==> config.mk <==
export PLATFORM = sky130hd
export DESIGN_NAME = lif_neuron_unit
export DESIGN_NICKNAME = d
export VERILOG_FILES = /design/src/rtl/lif_neuron_unit.sv
export SDC_FILE = /design/constraint.sdc
export NUM_CORES = 1
export LEC_CHECK = 0
export BUFFER_PORTS_ARGS = -buffer_cell sky130_fd_sc_hd__buf_2
export CAP_MARGIN = 5
export CORE_MARGIN = 2
export CORE_UTILIZATION = 55
export CTS_CLUSTER_SIZE = 20
export DETAILED_ROUTE_END_ITERATION = 8
export GPL_TIMING_DRIVEN = 1
export PLACE_DENSITY = 0.79
export SLEW_MARGIN = 15
export SYNTH_ARGS = -nofsm -noshare
export SYNTH_HDL_FRONTEND = slang
export SYNTH_SLANG_ARGS = --single-unit
==> constraint.sdc <==
create_clock -name clk -period 8.4 [get_ports clk]
set_clock_uncertainty 0.2 [all_clocks]
set_input_delay 0.84 -clock clk [delete_from_list [all_inputs] [get_ports clk]]
set_output_delay 0.84 -clock clk [all_outputs]
set_load 0.02 [all_outputs]
==> src/rtl/lif_neuron_unit.sv <==
// Leaky integrate-and-fire neuron fed by the channel adder tree; one leak/fire decision per step_tick.
// Optional LIF_SPIKE_CNT_EN adds a saturating 16-bit spike_count output.
module lif_neuron_unit #(
  parameter int IN_W         = 8,
  parameter int MEM_W        = 16,
  parameter int LEAK_SHIFT   = 3,
  parameter int REFRAC_STEPS = 2
) (
  input  logic             clk,
  input  logic             nrst,
  input  logic             sum_valid,
  input  logic [IN_W-1:0]  sum_in,
  input  logic             step_tick,
  input  logic [MEM_W-1:0] threshold,
  output logic             spike_out,
  output logic             spike_valid,
  output logic [MEM_W-1:0] membrane,
  output logic             refractory
`ifdef LIF_SPIKE_CNT_EN
  ,
  output logic [15:0]      spike_count
`endif
);

  localparam int CNT_W = (REFRAC_STEPS > 0) ? $clog2(REFRAC_STEPS + 1) : 1;

  typedef enum logic {INTEG = 1'b0, REFRAC = 1'b1} state_t;

  state_t           state_q, state_d;
  logic [CNT_W-1:0] cnt_q, cnt_d;
  logic [MEM_W-1:0] mem_q, mem_d;
  logic             spike_q, spike_d;
  logic             spike_valid_q;

  logic [MEM_W-1:0] addend;
  logic [MEM_W:0]   raw_sum;
  logic [MEM_W-1:0] v_int;
  logic [MEM_W-1:0] v_leak;

  // Saturating integrate of the (zero-extended) input into the membrane.
  always_comb begin
    addend  = sum_valid ? MEM_W'(sum_in) : '0;
    raw_sum = {1'b0, mem_q} + {1'b0, addend};
    v_int   = raw_sum[MEM_W] ? '1 : raw_sum[MEM_W-1:0];
    v_leak  = v_int - (v_int >> LEAK_SHIFT);
  end

  always_comb begin
    state_d = state_q;
    cnt_d   = cnt_q;
    mem_d   = mem_q;
    spike_d = spike_q;
    case (state_q)
      INTEG: begin
        if (step_tick) begin
          if (v_int >= threshold) begin
            spike_d = 1'b1;
            mem_d   = '0;
            if (REFRAC_STEPS > 0) begin
              state_d = REFRAC;
              cnt_d   = CNT_W'(REFRAC_STEPS);
            end
          end else begin
            spike_d = 1'b0;
            mem_d   = v_leak;
          end
        end else if (sum_valid) begin
          mem_d = v_int;
        end
      end
      REFRAC: begin
        // Input is dropped while refractory; the tick that empties the counter releases the state.
        mem_d = '0;
        if (step_tick) begin
          spike_d = 1'b0;
          if (cnt_q <= CNT_W'(1)) begin
            cnt_d   = '0;
            state_d = INTEG;
          end else begin
            cnt_d = cnt_q - CNT_W'(1);
          end
        end
      end
      default: begin
        state_d = INTEG;
        cnt_d   = '0;
        mem_d   = '0;
      end
    endcase
  end

  always_ff @(posedge clk or negedge nrst) begin
    if (!nrst) begin
      state_q       <= INTEG;
      cnt_q         <= '0;
      mem_q         <= '0;
      spike_q       <= 1'b0;
      spike_valid_q <= 1'b0;
    end else begin
      state_q       <= state_d;
      cnt_q         <= cnt_d;
      mem_q         <= mem_d;
      spike_q       <= spike_d;
      spike_valid_q <= step_tick;
    end
  end

  assign spike_out   = spike_q;
  assign spike_valid = spike_valid_q;
  assign membrane    = mem_q;
  assign refractory  = (state_q == REFRAC);

`ifdef LIF_SPIKE_CNT_EN
  logic [15:0] spike_cnt_q;

  always_ff @(posedge clk or negedge nrst) begin
    if (!nrst) begin
      spike_cnt_q <= '0;
    end else if (spike_valid_q && spike_q && (spike_cnt_q != 16'hFFFF)) begin
      spike_cnt_q <= spike_cnt_q + 16'd1;
    end
  end

  assign spike_count = spike_cnt_q;
`endif

endmodule

Yosys cells after proc, flatten, opt, wreduce, memory -nomap -nowiden
Cells that the tools add are included.
{ "word_totals": {"reg_bits": 21, "inputBits": 28, "output_inout_bits": 19, "wordCells": 36} }
{ "classes": {"add_sub_neg": 3, "magnitude_cmp": 2, "n_eq_ne": 4, "n_mux": 19, "bitwise_logic": 1, "n_reduce_logical": 2} }
{ "ops": {"columns": ["cell", "n"], "rows": [
  ["$mux W16", 4],
  ["$pmux W16 S2", 1],
  ["$add A16 B8 Y17", 1],
  ["$ge A16 B16 Y1", 1],
  ["$sub A16 B13 Y16", 1],
  ["$mux W2", 4],
  ["$mux W8", 1],
  ["$mux W1", 6],
  ["$ne A2 B2 Y1 const B", 3],
  ["$pmux W1 S2", 2],
  ["$pmux W2 S2", 1],
  ["$ne A3 B3 Y1 const B", 1],
  ["$reduce_and A3 Y1", 1],
  ["$le A2 B1 Y1 const B", 1],
  ["$reduce_and A2 Y1", 1],
  ["$sub A2 B1 Y2 const B", 1],
  ["$not A1 Y1", 1]
]} }

Logic depth before layout (Yosys ltp)
Gate-level depths: netlist of run 1.
{ "logic_depth": {"depth_word": 7, "ltp_mapped": 18, "mapped_depth_nobuf": 18} }

Worst setup path after synthesis of run 1
No wires, ideal clock.
{ "synth_path": {"path_type": "input to register", "start": "input port sum_in[0]", "end": "register mem_q[11] (netlist: membrane[11])", "setup_time_ps": 83, "t_arrival_ps": 4348, "required_time_ps": 8117, "slack_ps": 3769, "path_stages": 18, "n_path_buf": 1, "cell_sequence": "and2_1 -> ha_1 -> fa_1 -> a211oi_1 -> o211a_1 -> or2_2 -> nor3_2 -> nor2_1 -> inv_1 -> ha_1 -> a2111oi_0 -> o21a_1 -> o211ai_1 -> a221o_1 -> nand2_1 -> nand2b_1 -> clkbuf_1 -> o21ai_0"} }
{ "synth_via": {"elab_chain_cells": 7, "word_cells_on_any_way": 9, "classes_between": "add/sub (2); order compare (1); mux (6)"} }
{ "synth_lines": {"columns": ["element", "line", "source"], "rows": [
  ["start: declaration", "12", "input logic [IN_W-1:0] sum_in,"],
  ["$mux W8 *", "42", "addend = sum_valid ? MEM_W'(sum_in) : '0;"],
  ["$add A16 B8 Y17 *", "43", "raw_sum = {1'b0, mem_q} + {1'b0, addend};"],
  ["$mux W16 *", "44", "v_int = raw_sum[MEM_W] ? '1 : raw_sum[MEM_W-1:0];"],
  ["$sub A16 B13 Y16 or $ge A16 B16 Y1 (tied branches)", "45, 56", null],
  ["$mux W16", "56", "if (v_int >= threshold) begin"],
  ["$mux W16 *", "55", "if (step_tick) begin"],
  ["$pmux W16 S2 *", "53", "case (state_q)"],
  ["end signal: assignment", "102", "mem_q <= mem_d;"],
  ["end: declaration", "31", "logic [MEM_W-1:0] mem_q, mem_d;"]
]} }
Mark *: on every way between the ends. The rest lies on a longest branch, timed or not. The select of a mux whose other input is x is not followed.
A chain may end at the register's enable or synchronous reset.

Worst setup path in the final report of run 1
{ "layout_path": {"start": "input port sum_valid", "end": "register mem_q[12] (netlist: membrane[12])"} }
{ "layout_via": {"elab_chain_cells": 7, "word_cells_on_any_way": 10, "classes_between": "add/sub (2); order compare (1); eq/ne (1); mux (6)"} }
{ "layout_lines": {"columns": ["element", "line", "source"], "rows": [
  ["start: declaration", "11", "input logic sum_valid,"],
  ["$mux W8", "42", null],
  ["$add A16 B8 Y17", "43", null],
  ["$mux W16", "44", null],
  ["$sub A16 B13 Y16 or $ge A16 B16 Y1 (tied branches)", "45, 56", null],
  ["$mux W16", "56", null],
  ["$mux W16", "55", null],
  ["$pmux W16 S2", "53", null]
]} }
Several ways; a longest one is shown, not always the timed one. The select of a mux whose other input is x is not followed.

==> Flow_metrics.wiki, run 1 <==
{| class="wikitable"
! Metric !! Value
|-
| Total nets after synthesis || ~400
|-
| First-pass iteration count of the detailed router || 4
|-
| Clock tree from TritonCTS || yes
|-
| Total of hold buffers inserted after clock tree synthesis || 0
|-
| Crit path depth || 18
|-
| HPWL Detailed || 4.90 mm
|-
| Normalized max-slew margin || ~66%
|-
| Crit path largest cell delay || 0.43 ns
|-
| Post-synthesis compound-gate area fraction || 23.9%
|-
| Clock root buffer master || clkbuf_8
|-
| Main combinational cell family by area after synthesis || compound AO/OA/AOI/OAI gates
|-
| Type of destination of the critical path || register
|-
| Prevailing post-synth register cell || dfrtp_1
|-
| Mean instance size in the synthesized netlist || 7.97 sq um
|-
| Cell with the largest stage delay on the worst path || a221o_1
|-
| Number of buffers inserted to repair setup after CTS || 0
|-
| Clock slew at reported path FFs || ~0.070 ns
|-
| Leading area contributor after synthesis || dfrtp_1
|-
| Floorplan Core Area || 0.00466 sq mm
|-
| Num ports || 47
|-
| RD Place Congestion || 0.860
|-
| Class of the most critical setup path || primary input to register
|-
| Total number of clock tree sinks || 21
|-
| Initial core utilization || 56.1%
|-
| Drt initial violations || 113
|-
| Fin Setup TNS || 0 ns
|-
| Multiplexer share of the synthesized area || 4.64%
|-
| Length in cells of the worst reg-to-reg path || 16
|-
| Hold Fails Final Rpt || 0
|-
| Required time at the endpoint of the critical path || 8.38 ns
|-
| Wire length of the first global-routing pass || 9.92 mm
|-
| Die area || 0.00532 sq mm
|-
| Highest Clock Rate || between 150 and 200 MHz
|-
| Post-Syn Area || 0.00261 sq mm
|-
| Cell leakage power || 1.50 nW
|-
| Num CTS Buffers || 3
|-
| Top Family by Delay on Critical Path || compound AO/OA/AOI/OAI gates
|-
| Ranking of synthesized cells by area || dfrtp_1, ha_1, o21ai_0
|-
| Wire per inst || 14.1 um
|-
| Layout cell share with drive strength beyond 1 || 17.7%
|-
| Die height || 72.9 um
|-
| Gate Count Post-Synth || 328
|-
| #FFs+latches synth || 21
|-
| Slew at the pin with the worst max-slew slack || 0.512 ns
|-
| Time the worst path needs with I/O delays and setup || between 5 and 6 ns
|-
| Via count || 2425
|-
| Synth async-reset ratio || 100%
|-
| Sequential area share after synthesis || 20.1%
|-
| CP startpoint kind || primary input
|-
| Number of I/O port buffers || 46
|-
| Unrepaired setup endpoints after global routing || no
|-
| Hold slack final || 0.294 ns
|-
| Power density normalized to cell area || ~400 mW/mm^2
|-
| Remaining global-route overflow || 0
|-
| Simple logic cell fraction of the synthesized area || around a fifth
|-
| Run status || finished, final reports clean
|-
| # resized after CTS || 0
|-
| DRC violations left || 0
|-
| Worst Path Arrival || 5.06 ns
|-
| Initial antenna violation count || 0
|-
| Global router's overall resource usage || 23.3%
|-
| Fraction of synthesized cell area in xor and xnor cells || 7.04%
|-
| Number of nets still failing antenna checks after routing || 0
|-
| Synthesis Warnings || 0
|-
| Area share of the largest cell type after synthesis || 20.1%
|-
| Number of rows in the core area || 25
|-
| Total wirelength of the detailed-routed design || 6.01 mm
|-
| Max IR drop VDD || between 0.0002 and 0.00025 V
|-
| Cell Chain, Critical Path || buf_2, and2_1, ha_1, fa_1, a211oi_1, o211a_1, or2_2, nor3_2, nor2_1, inv_1, ha_1, a2111oi_0, o21a_1, o211ai_1, a221o_1, nand2_1, nand2b_1, o21ai_0
|-
| H-Tree Depth || 1
|-
| Setup-violating endpoint count in the final report || 0
|-
| Number of global-route vias before repair || 2278
|-
| CP dominant cell by count || ha_1
|-
| Yosys cell types || 49
|-
| Post-layout power || 1.18 mW
|-
| CP max FO || 15
|-
| Smallest setup slack after layout || ~3.3 ns
|-
| Final design utilization || a little over three fifths
|-
| Clock latency on the worst-skew pair || ~0.26 ns
|-
| Net count reported at finish || 441
|-
| Longest Clk Path Bufs || 2
|-
| Post-synthesis share of cell area spent on full adders, half adders and majority gates || 19.2%
|-
| Average vias per placed instance || about 5.7
|-
| Number of synthesized flops with an enable pin || 0
|-
| Class of the tightest hold or removal check || register to register
|-
| Max Cap Violations || 0
|-
| Final Cycle Share || 60.5%
|-
| Worst Hold Path Cells || 2
|-
| Die span in x || 72.9 um
|-
| Final Max Slew Viols || 0
|-
| Place WS || 3.05 ns
|-
| Maximum number of pins on one net before global-route repair || 31
|-
| Layout Area Growth over Synthesis || 12.5%
|-
| Diodes inserted || 0
|-
| Critical path buffers and inverters || 2
|}
[metal layers]
| layer | global-route usage [%] | wire length [um] |
|---|---|---|
| met1 | 33.2 | 2990 |
| met2 | 37.9 | 2730 |
| met3 | 0.967 | 174 |
| met4 | 7.82 | 114 |
| met5 | 0 | 0 |
[layout by cell type (no fill, tap or decap), drive strengths merged, types with 6 or more instances in the layout]
| cell type | count |
|---|---|
| a21o | 8 |
| nand2 | 34 |
| ha | 37 |
| xor2 | 8 |
| dfrtp | 21 |
| buf | 47 |
| inv | 34 |
| o211ai | 7 |
| xnor2 | 13 |
| nor2 | 14 |
| nand2b | 12 |
| a21oi | 21 |
| and2 | 9 |
| o21ai | 35 |
| mux2 | 6 |
| nor3 | 6 |
[synthesized netlist by cell type (2+ instances only)]
library cell / instances
nand3_1: 4
xnor2_1: 13
a21o_1: 8
o211ai_1: 7
nand2_1: 34
o211a_1: 2
nand3b_1: 2
dfrtp_1: 21
or3_1: 2
o21ai_0: 33
and2_1: 9
mux2i_1: 5
and3_1: 4
xor2_1: 8
fa_1: 2
inv_1: 34
nor2_1: 14
nand2b_1: 12
nor3_1: 5
clkbuf_1: 5
o22ai_1: 2
mux2_2: 5
a21oi_1: 21
a211oi_1: 5
a31oi_1: 5
or2_2: 3
ha_1: 37
a2111oi_0: 2
o21bai_1: 3
o21a_1: 2
[worst paths after layout]
check	from	endpoint	slack, ns
min reg2reg	cnt_q[0]	cnt_q[0]	0.29
max in group asynchronous	nrst	membrane[1]	7.38
max	sum_valid	membrane[12]	3.31
min in group asynchronous	nrst	membrane[13]	0.31
min	cnt_q[0]	cnt_q[0]	0.29
max reg2reg	membrane[0]	membrane[12]	3.76
[flip-flops by register name, summed over array words and instances (netlist names)]
signal / flops
spike_valid: 1
refractory: 1
membrane: 16
cnt_q: 2
spike_out: 1
[worst min-delay path, delay by kind of cell, from the launching register on]
family          cells  cell delay (ns)
flops               1             0.35
compound gates      1             0.06
simple gates        1             0.05
[where the power goes]
group / switching, mW / internal [mW]
logic: 0.531 / 0.395
registers: 0.0444 / 0.140
clock network: 0.0330 / 0.0331
total: 0.608 / 0.568
[kinds of logic after synthesis]
group	count (synthesis)
adders and majority gates	39
AOI/OAI and AO/OA	98
buffers and inverters	40
muxes	11
and+or+nand+nor	98
DFF	21
xor gates and xnor gates	21
[cell type report]
class / instances / area, sq um
multi-input cells: 267 / 1940
well taps: 54 / 67.6
repair buffers: 47 / 238
clock buffers: 3 / 41.3
fillers: 405 / 1720
clock inverters: 1 / 5.00
inverters: 34 / 128
flip-flops and latches: 21 / 526
[through the flow]
| step | cell area, sq um | cells |
|---|---|---|
| 2_1_floorplan | 2610 | 328 |
| 3_3_place_gp | 2900 | 423 |
| 3_5_place_dp | 2900 | 423 |
| 4_1_cts | 2940 | 427 |
| 5_1_grt | 2940 | 427 |
| 6_report | 2940 | 427 |
No activity file was read; power rests on OpenSTA's default activity.
==> run 2: changes to the inputs <==
- ABC_AREA: unset -> 1
- CORE_UTILIZATION: 55 -> 53
- PLACE_DENSITY: 0.79 -> 0.78
- clock period: 8.4 -> 4.4 ns (I/O delays scaled with it)
==> Flow_metrics.wiki, run 2 <==
{| class="wikitable"
! Metric !! Value
|-
| Run status || finished, final reports clean (unchanged)
|-
| RR Endpoint || membrane[12] (unchanged)
|-
| Number of rows in the core area || 27 (was 25)
|-
| Setup-violating endpoint count in the final report || 0 (unchanged)
|-
| Filler Cells Inserted || 550 (was 405)
|-
| Mean instance size in the synthesized netlist || 6.22 sq um (was 7.97 sq um)
|-
| Initial core utilization || 54.5% (was 56.1%)
|-
| Cell leakage power || 1.98 nW (was 1.50 nW)
|-
| Required time at the endpoint of the critical path || 4.40 ns (was 8.38 ns)
|-
| Die span in x || 79.0 um (was 72.9 um)
|-
| Synth async-reset ratio || 100% (unchanged)
|-
| Worst Path Arrival || 3.85 ns (was 5.06 ns)
|-
| Num ports || 47 (unchanged)
|-
| Unrepaired setup endpoints after global routing || no (unchanged)
|-
| Fin Setup TNS || 0 ns (unchanged)
|-
| Final Max Slew Viols || 0 (unchanged)
|-
| Leading area contributor after synthesis || nand2_1 (was dfrtp_1)
|-
| Synthesis Warnings || 0 (unchanged)
|-
| Commonest non-fill, non-tap cells in the layout || nand2_1, inv_1, buf_2 (was buf_2, ha_1, nand2_1, inv_1, o21ai_0)
|-
| Clock root buffer master || clkbuf_8 (unchanged)
|-
| Most common cell after layout, fill and taps aside || nand2_1 (was buf_2)
|-
| Length in cells of the worst reg-to-reg path || 21 (was 16)
|-
| Gate Count Post-Synth || 479 (was 328)
|-
| Time the worst path needs with I/O delays and setup || 3.86 ns
|-
| Largest register FFs || 16 (unchanged)
|-
| Max IR drop VDD || 0.000592 V (was 0.000219 V)
|-
| Origin of the worst setup path || membrane[0] (was sum_valid)
|-
| Clock latency on the worst-skew pair || 0.25 ns (was 0.26 ns)
|-
| Remaining global-route overflow || 0 (unchanged)
|-
| Floorplan Core Area || 0.00547 sq mm (was 0.00466 sq mm)
|-
| Startpoint of the worst-slack reg-to-reg timing path || membrane[0] (unchanged)
|-
| HPWL Detailed || 6.62 mm (was 4.90 mm)
|-
| Area share of the largest cell type after synthesis || 17.8% (was 20.1%)
|-
| H-Tree Depth || 1 (unchanged)
|-
| Layout cell share with drive strength beyond 1 || 15.9% (was 17.7%)
|-
| Launch point of the worst hold path || spike_out (was cnt_q[0])
|-
| Number of global-route vias before repair || 2921 (was 2278)
|-
| Layout Area Growth over Synthesis || 12.7% (was 12.5%)
|-
| Post-Place Cell Area || 0.00330 sq mm (was 0.00290 sq mm)
|-
| Power density normalized to cell area || 859 mW/mm^2 (was 400 mW/mm^2)
|-
| Hold Fails Final Rpt || 0 (unchanged)
|-
| Clock tree from TritonCTS || yes (unchanged)
|-
| Die area || 0.00624 sq mm (was 0.00532 sq mm)
|-
| Clock slew at reported path FFs || 0.08 ns (was 0.07 ns)
|-
| Class of the most critical setup path || register to register (was primary input to register)
|-
| Max Cap Violations || 0 (unchanged)
|-
| Highest Clock Rate || around 260 MHz
|-
| Number of synthesized flops with an enable pin || 0 (unchanged)
|-
| Type of destination of the critical path || register (unchanged)
|-
| Total nets after synthesis || 546 (was 395)
|-
| Number of nets still failing antenna checks after routing || 0 (unchanged)
|-
| Normalized max-slew margin || 69.0% (was 65.8%)
|-
| Total wirelength of the detailed-routed design || 7.83 mm (was 6.01 mm)
|-
| Top cell types by occurrence after synthesis || nand2_1, inv_1, nand3_1 (was ha_1, inv_1, nand2_1)
|-
| Global router's overall resource usage || 25.6% (was 23.3%)
|-
| Die height || 79.0 um (was 72.9 um)
|-
| Slew at the pin with the worst max-slew slack || 0.465 ns (was 0.512 ns)
|-
| Yosys cell types || 39 (was 49)
|-
| Sequential area share after synthesis || 17.6% (was 20.1%)
|-
| Initial antenna violation count || 0 (unchanged)
|-
| Final instance area || 0.00336 sq mm (was 0.00294 sq mm)
|-
| Prevailing post-synth register cell || dfrtp_1 (unchanged)
|-
| Average vias per placed instance || 5.33 (was 5.68)
|-
| CP startpoint kind || register (was primary input)
|-
| Wire per inst || 13.0 um (was 14.1 um)
|-
| CP max FO || 8 (was 15)
|-
| Class of the tightest hold or removal check || register to register (unchanged)
|-
| Num CTS Buffers || 3 (unchanged)
|-
| Maximum number of pins on one net before global-route repair || 23 (was 31)
|-
| Most instantiated library cell after synthesis || nand2_1 (was ha_1)
|-
| RD Place Congestion || 0.921 (was 0.860)
|-
| Via count || 3197 (was 2425)
|-
| Post-Syn Area || 0.00298 sq mm (was 0.00261 sq mm)
|-
| Final Cycle Share || 87.7%
|-
| Net count reported at finish || 596 (was 441)
|-
| Total number of clock tree sinks || 21 (unchanged)
|-
| DRC violations left || 0 (unchanged)
|-
| Wire length of the first global-routing pass || 13.1 mm (was 9.92 mm)
|-
| Ranking of synthesized cells by area || nand2_1, dfrtp_1, ha_1 (was dfrtp_1, ha_1, o21ai_0)
|-
| Reg-to-reg setup timing slack || 0.54 ns (was 3.76 ns)
|-
| Drt initial violations || 190 (was 113)
|-
| #FFs+latches synth || 21 (unchanged)
|-
| First-pass iteration count of the detailed router || 6 (was 4)
|-
| Longest Clk Path Bufs || 2 (unchanged)
|-
| Diodes inserted || 0 (unchanged)
|-
| Worst setup endpoint || membrane[12] (unchanged)
|-
| Number of I/O port buffers || 46 (unchanged)
|}
run 2: power by group:
part	internal, mW	leakage (nW)	total [mW]	switching, mW
Sequential	0.282	0.266	0.382	0.101
Combinational	0.860	1.69	2.38	1.52
Clock	0.0629	0.0255	0.123	0.0605
Total	1.21	1.98	2.88	1.68
run 2: worst max-delay path, cell delays in order, from the launching register on:
cell	delay [ns]
dfrtp_1	0.41
ha_1	0.25
fa_1	0.42
nand3_1	0.12
nand2_2	0.09
nand2_2	0.08
nand2_4	0.09
nand3_4	0.11
inv_4	0.07
nor2_1	0.23
ha_1	0.24
inv_1	0.08
fa_1	0.43
nand3_1	0.10
nand3_1	0.15
nand3_1	0.11
nand3_1	0.14
nand2_1	0.13
inv_1	0.04
o21ai_0	0.15
nand3_1	0.10
nand2_1	0.06
run 2: layout make-up:
type / count / area (sq um) / area share [%]
multi-input combinational: 366 / 2100 / 62.7
clock inverter: 1 / 5.00 / 0.149
clock buffer: 3 / 41.3 / 1.23
tap: 72 / 90.1 / 2.68
timing repair buffer: 50 / 263 / 7.82
inverter: 87 / 329 / 9.80
sequential: 21 / 526 / 15.6
run 2: what timing repair did:
item | 4_1_cts | 5_1_grt
buffers inserted | 0 | 0
hold buffers | 1 | 0
endpoints found under the hold margin | 21 | 0
resized for setup | 0 | 0
run 2: worst min-delay path by stage:
stage                         to  slack (ns)  depth (start not counted)
global route           spike_out        0.33                          2
floorplan               cnt_q[0]       -0.06                          0
finish                 spike_out        0.28                          2
global placement    membrane[10]        0.21                          1
CTS                    spike_out        0.28                          2
detailed placement  membrane[12]        0.21                          1
run 2: metal layers:
| metal | global-route usage, % | vias up | wire [um] |
|---|---|---|---|
| li1 | - | 1636 | - |
| met1 | 35.4 | 1458 | 3680 |
| met4 | 6.38 | 0 | 99 |
| met2 | 43.7 | 93 | 3680 |
| met5 | 0 | - | 0 |
| met3 | 1.48 | 10 | 364 |
run 2: cell families (layout without fill, tap and decap cells):
logic type	count (synthesis)	in the layout	synth area share, %
AO/OA/AOI/OAI	64	64	12.0
adder cells (fa/ha/maj)	39	39	16.9
AND/OR/NAND/NOR	253	253	38.8
XOR/XNOR	10	10	2.94
flip-flops	21	21	17.6
buffers and inverters	92	141	11.8
run 2: metrics by stage:
step	worst slack [ns]	hold WS (ns)	util, %	instances	power [mW]
after floorplan	0.794	-0.0556	-	479	2.15
after global placement	0.360	0.206	60.3	595	2.68
after detailed placement	0.266	0.213	60.3	595	2.72
after CTS	0.540	0.283	61.4	600	2.85
after global routing	0.124	0.329	61.4	600	3.24
final	0.543	0.283	61.4	600	2.88
==> run 3: changes to the inputs <==
==> constraint.sdc (replaced) <==
create_clock -name clk -period 4.4 [get_ports clk]
set_clock_uncertainty 0.2 [all_clocks]
set_input_delay 0.88 -clock clk [delete_from_list [all_inputs] [get_ports clk]]
set_output_delay 0.88 -clock clk [all_outputs]
set_load 0.02 [all_outputs]
==> Flow_metrics.wiki, run 3 (synthesized netlist as in run 2, its figures left out) <==
{| class="wikitable"
! Metric !! Value
|-
| Run status || finished, final reports clean (unchanged)
|-
| Place WS || -0.0687 ns (was 0.266 ns)
|-
| Post-layout power || 3.01 mW (was 2.88 mW)
|-
| Setup-violating endpoint count in the final report || 0 (unchanged)
|-
| Cell with the largest stage delay on the worst path || fa_1 (unchanged)
|-
| Via count || 3196 (was 3197)
|-
| Commonest non-fill, non-tap cells in the layout || nand2_1, inv_1, buf_2 (unchanged)
|-
| Number of I/O port buffers || 46 (unchanged)
|-
| Die span in x || 79.0 um (unchanged)
|-
| Crit path largest cell delay || 0.42 ns (was 0.43 ns)
|-
| Max IR drop VDD || 0.000685 V (was 0.000592 V)
|-
| Most common cell after layout, fill and taps aside || nand2_1 (unchanged)
|-
| First-pass iteration count of the detailed router || 5 (was 6)
|-
| Number of global-route vias before repair || 2960 (was 2921)
|-
| Type of destination of the critical path || register (unchanged)
|-
| Top Family by Delay on Critical Path || simple AND/OR/NAND/NOR gates (unchanged)
|-
| CP max FO || 9 (was 8)
|-
| Die area || 0.00624 sq mm (unchanged)
|-
| Final Max Slew Viols || 0 (unchanged)
|-
| # resized after CTS || 0 (unchanged)
|-
| Filler Cells Inserted || 521 (was 550)
|-
| Normalized max-slew margin || 68.6% (was 69.0%)
|-
| Class of the most critical setup path || primary input to register (was register to register)
|-
| Net count reported at finish || 600 (was 596)
|-
| Global routing usage on met1 || 36.2% (was 35.4%)
|-
| Total wirelength of the detailed-routed design || 8.04 mm (was 7.83 mm)
|-
| Longest Clk Path Bufs || 2 (unchanged)
|-
| Worst Path Arrival || 4.01 ns (was 3.85 ns)
|-
| Critical path buffers and inverters || 6 (was 3)
|-
| Num CTS Buffers || 3 (unchanged)
|-
| Total number of clock tree sinks || 21 (unchanged)
|-
| Clock root buffer master || clkbuf_8 (unchanged)
|-
| Layout Area Growth over Synthesis || 14.5% (was 12.7%)
|-
| Area of combinational cells with multiple inputs || 0.00213 sq mm (was 0.00210 sq mm)
|-
| CP dominant cell by count || nand2_1 (was nand3_1)
|-
| Power density normalized to cell area || 881 mW/mm^2 (was 859 mW/mm^2)
|-
| Met2 track demand over resource || 44.7% (was 43.7%)
|-
| RD Place Congestion || 0.967 (was 0.921)
|-
| Initial antenna violation count || 0 (unchanged)
|-
| Clock slew at reported path FFs || 0.09 ns (was 0.08 ns)
|-
| Clock latency on the worst-skew pair || 0.27 ns (was 0.25 ns)
|-
| Wire per inst || 13.3 um (was 13.0 um)
|-
| Time the worst path needs with I/O delays and setup || 4.07 ns (was 3.86 ns)
|-
| Required time at the endpoint of the critical path || 4.34 ns (was 4.40 ns)
|-
| Slew at the pin with the worst max-slew slack || 0.472 ns (was 0.465 ns)
|-
| Wire length of the first global-routing pass || 13.2 mm (was 13.1 mm)
|-
| Max Cap Violations || 0 (unchanged)
|-
| GR Util met3 || 1.25% (was 1.48%)
|-
| Drt initial violations || 323 (was 190)
|-
| Unrepaired setup endpoints after global routing || no (unchanged)
|-
| H-Tree Depth || 1 (unchanged)
|-
| CP startpoint kind || primary input (was register)
|-
| Footprint of the flip-flops and latches || 526 sq um (unchanged)
|-
| HPWL Detailed || 6.78 mm (was 6.62 mm)
|-
| Global router's overall resource usage || 26.5% (was 25.6%)
|-
| Layout cell share with drive strength beyond 1 || 17.9% (was 15.9%)
|-
| GRT Max-Usage Layer || met2 (unchanged)
|-
| Initial core utilization || 54.5% (unchanged)
|-
| Average vias per placed instance || 5.29 (was 5.33)
|-
| Cell leakage power || 2.01 nW (was 1.98 nW)
|-
| Final Cycle Share || 92.4% (was 87.7%)
|-
| Class of the tightest hold or removal check || register to register (unchanged)
|-
| Number of nets still failing antenna checks after routing || 0 (unchanged)
|-
| Maximum number of pins on one net before global-route repair || 23 (unchanged)
|-
| Remaining global-route overflow || 0 (unchanged)
|-
| Clock tree from TritonCTS || yes (unchanged)
|-
| Num ports || 47 (unchanged)
|-
| Floorplan Core Area || 0.00547 sq mm (unchanged)
|-
| Smallest setup slack after layout || 0.335 ns (was 0.543 ns)
|-
| Total of hold buffers inserted after clock tree synthesis || 0 (was 1)
|-
| Number of buffers inserted to repair setup after CTS || 0 (unchanged)
|-
| Diodes inserted || 0 (unchanged)
|-
| Number of rows in the core area || 27 (unchanged)
|-
| Die height || 79.0 um (unchanged)
|-
| DRC violations left || 0 (unchanged)
|-
| Highest Clock Rate || 246 MHz (was 259 MHz)
|-
| Hold Fails Final Rpt || 0 (unchanged)
|-
| Largest register FFs || 16 (unchanged)
|}
## run 3: cell types whose count changed in the layout (fill, tap and decap cells not counted), moves of 2 or more
cell	before	now
nor2_2	4	6
nor2_1	33	31
buf_4	3	8
nand3_1	42	40
## run 3: worst paths after layout
kind	from	to	slack, ns	cells after the start
setup / recovery	sum_valid	membrane[9]	0.33	25
hold / removal	spike_out	spike_out	0.29	2
setup reg to reg	membrane[0]	membrane[9]	0.74	22
hold reg to reg	spike_out	spike_out	0.29	2
max in group asynchronous	nrst	membrane[7]	3.33	1
min in group asynchronous	nrst	membrane[11]	0.35	1
## run 3: layout make-up
type,instances,area share (%)
sequential,21,15.4
timing repair buffer,54,8.50
tap,72,2.64
inverter,87,9.64
multi-input combinational,366,62.4
clock buffer,3,1.21
clock inverter,1,0.220
## run 3: routing by layer
metal	vias to the layer above	part of all wire (%)
li1	1637	-
met2	103	48
met3	12	4.5
met5	-	0
met1	1444	46
met4	0	1.6
## run 3: worst register-to-register path, delay by kind of cell (launching register included)
kind | cells | cell delay [ns]
compound gates | 1 | 0.10
flops | 1 | 0.42
fa+ha+maj | 3 | 0.94
buf+inv | 4 | 0.31
simple gates | 14 | 1.56
## run 3: per-stage QoR
stage	TNS [ns]	hold slack [ns]	cell area, sq um	cells	utilization [%]
after floorplan	0	0.258	2980	479	-
after global placement	0	0.258	3340	600	61.0
after detailed placement	-0.128	0.267	3340	600	61.0
after CTS	0	0.292	3390	604	61.9
after global routing	0	0.329	3410	604	62.4
final	0	0.293	3410	604	62.4
## run 3: report_power, final
part / switching [mW] / total [mW] / leakage, nW / internal (mW)
sequential: 0.0990 / 0.381 / 0.266 / 0.282
combinational: 1.58 / 2.49 / 1.72 / 0.913
clock: 0.0720 / 0.136 / 0.0217 / 0.0642
total: 1.75 / 3.01 / 2.01 / 1.26
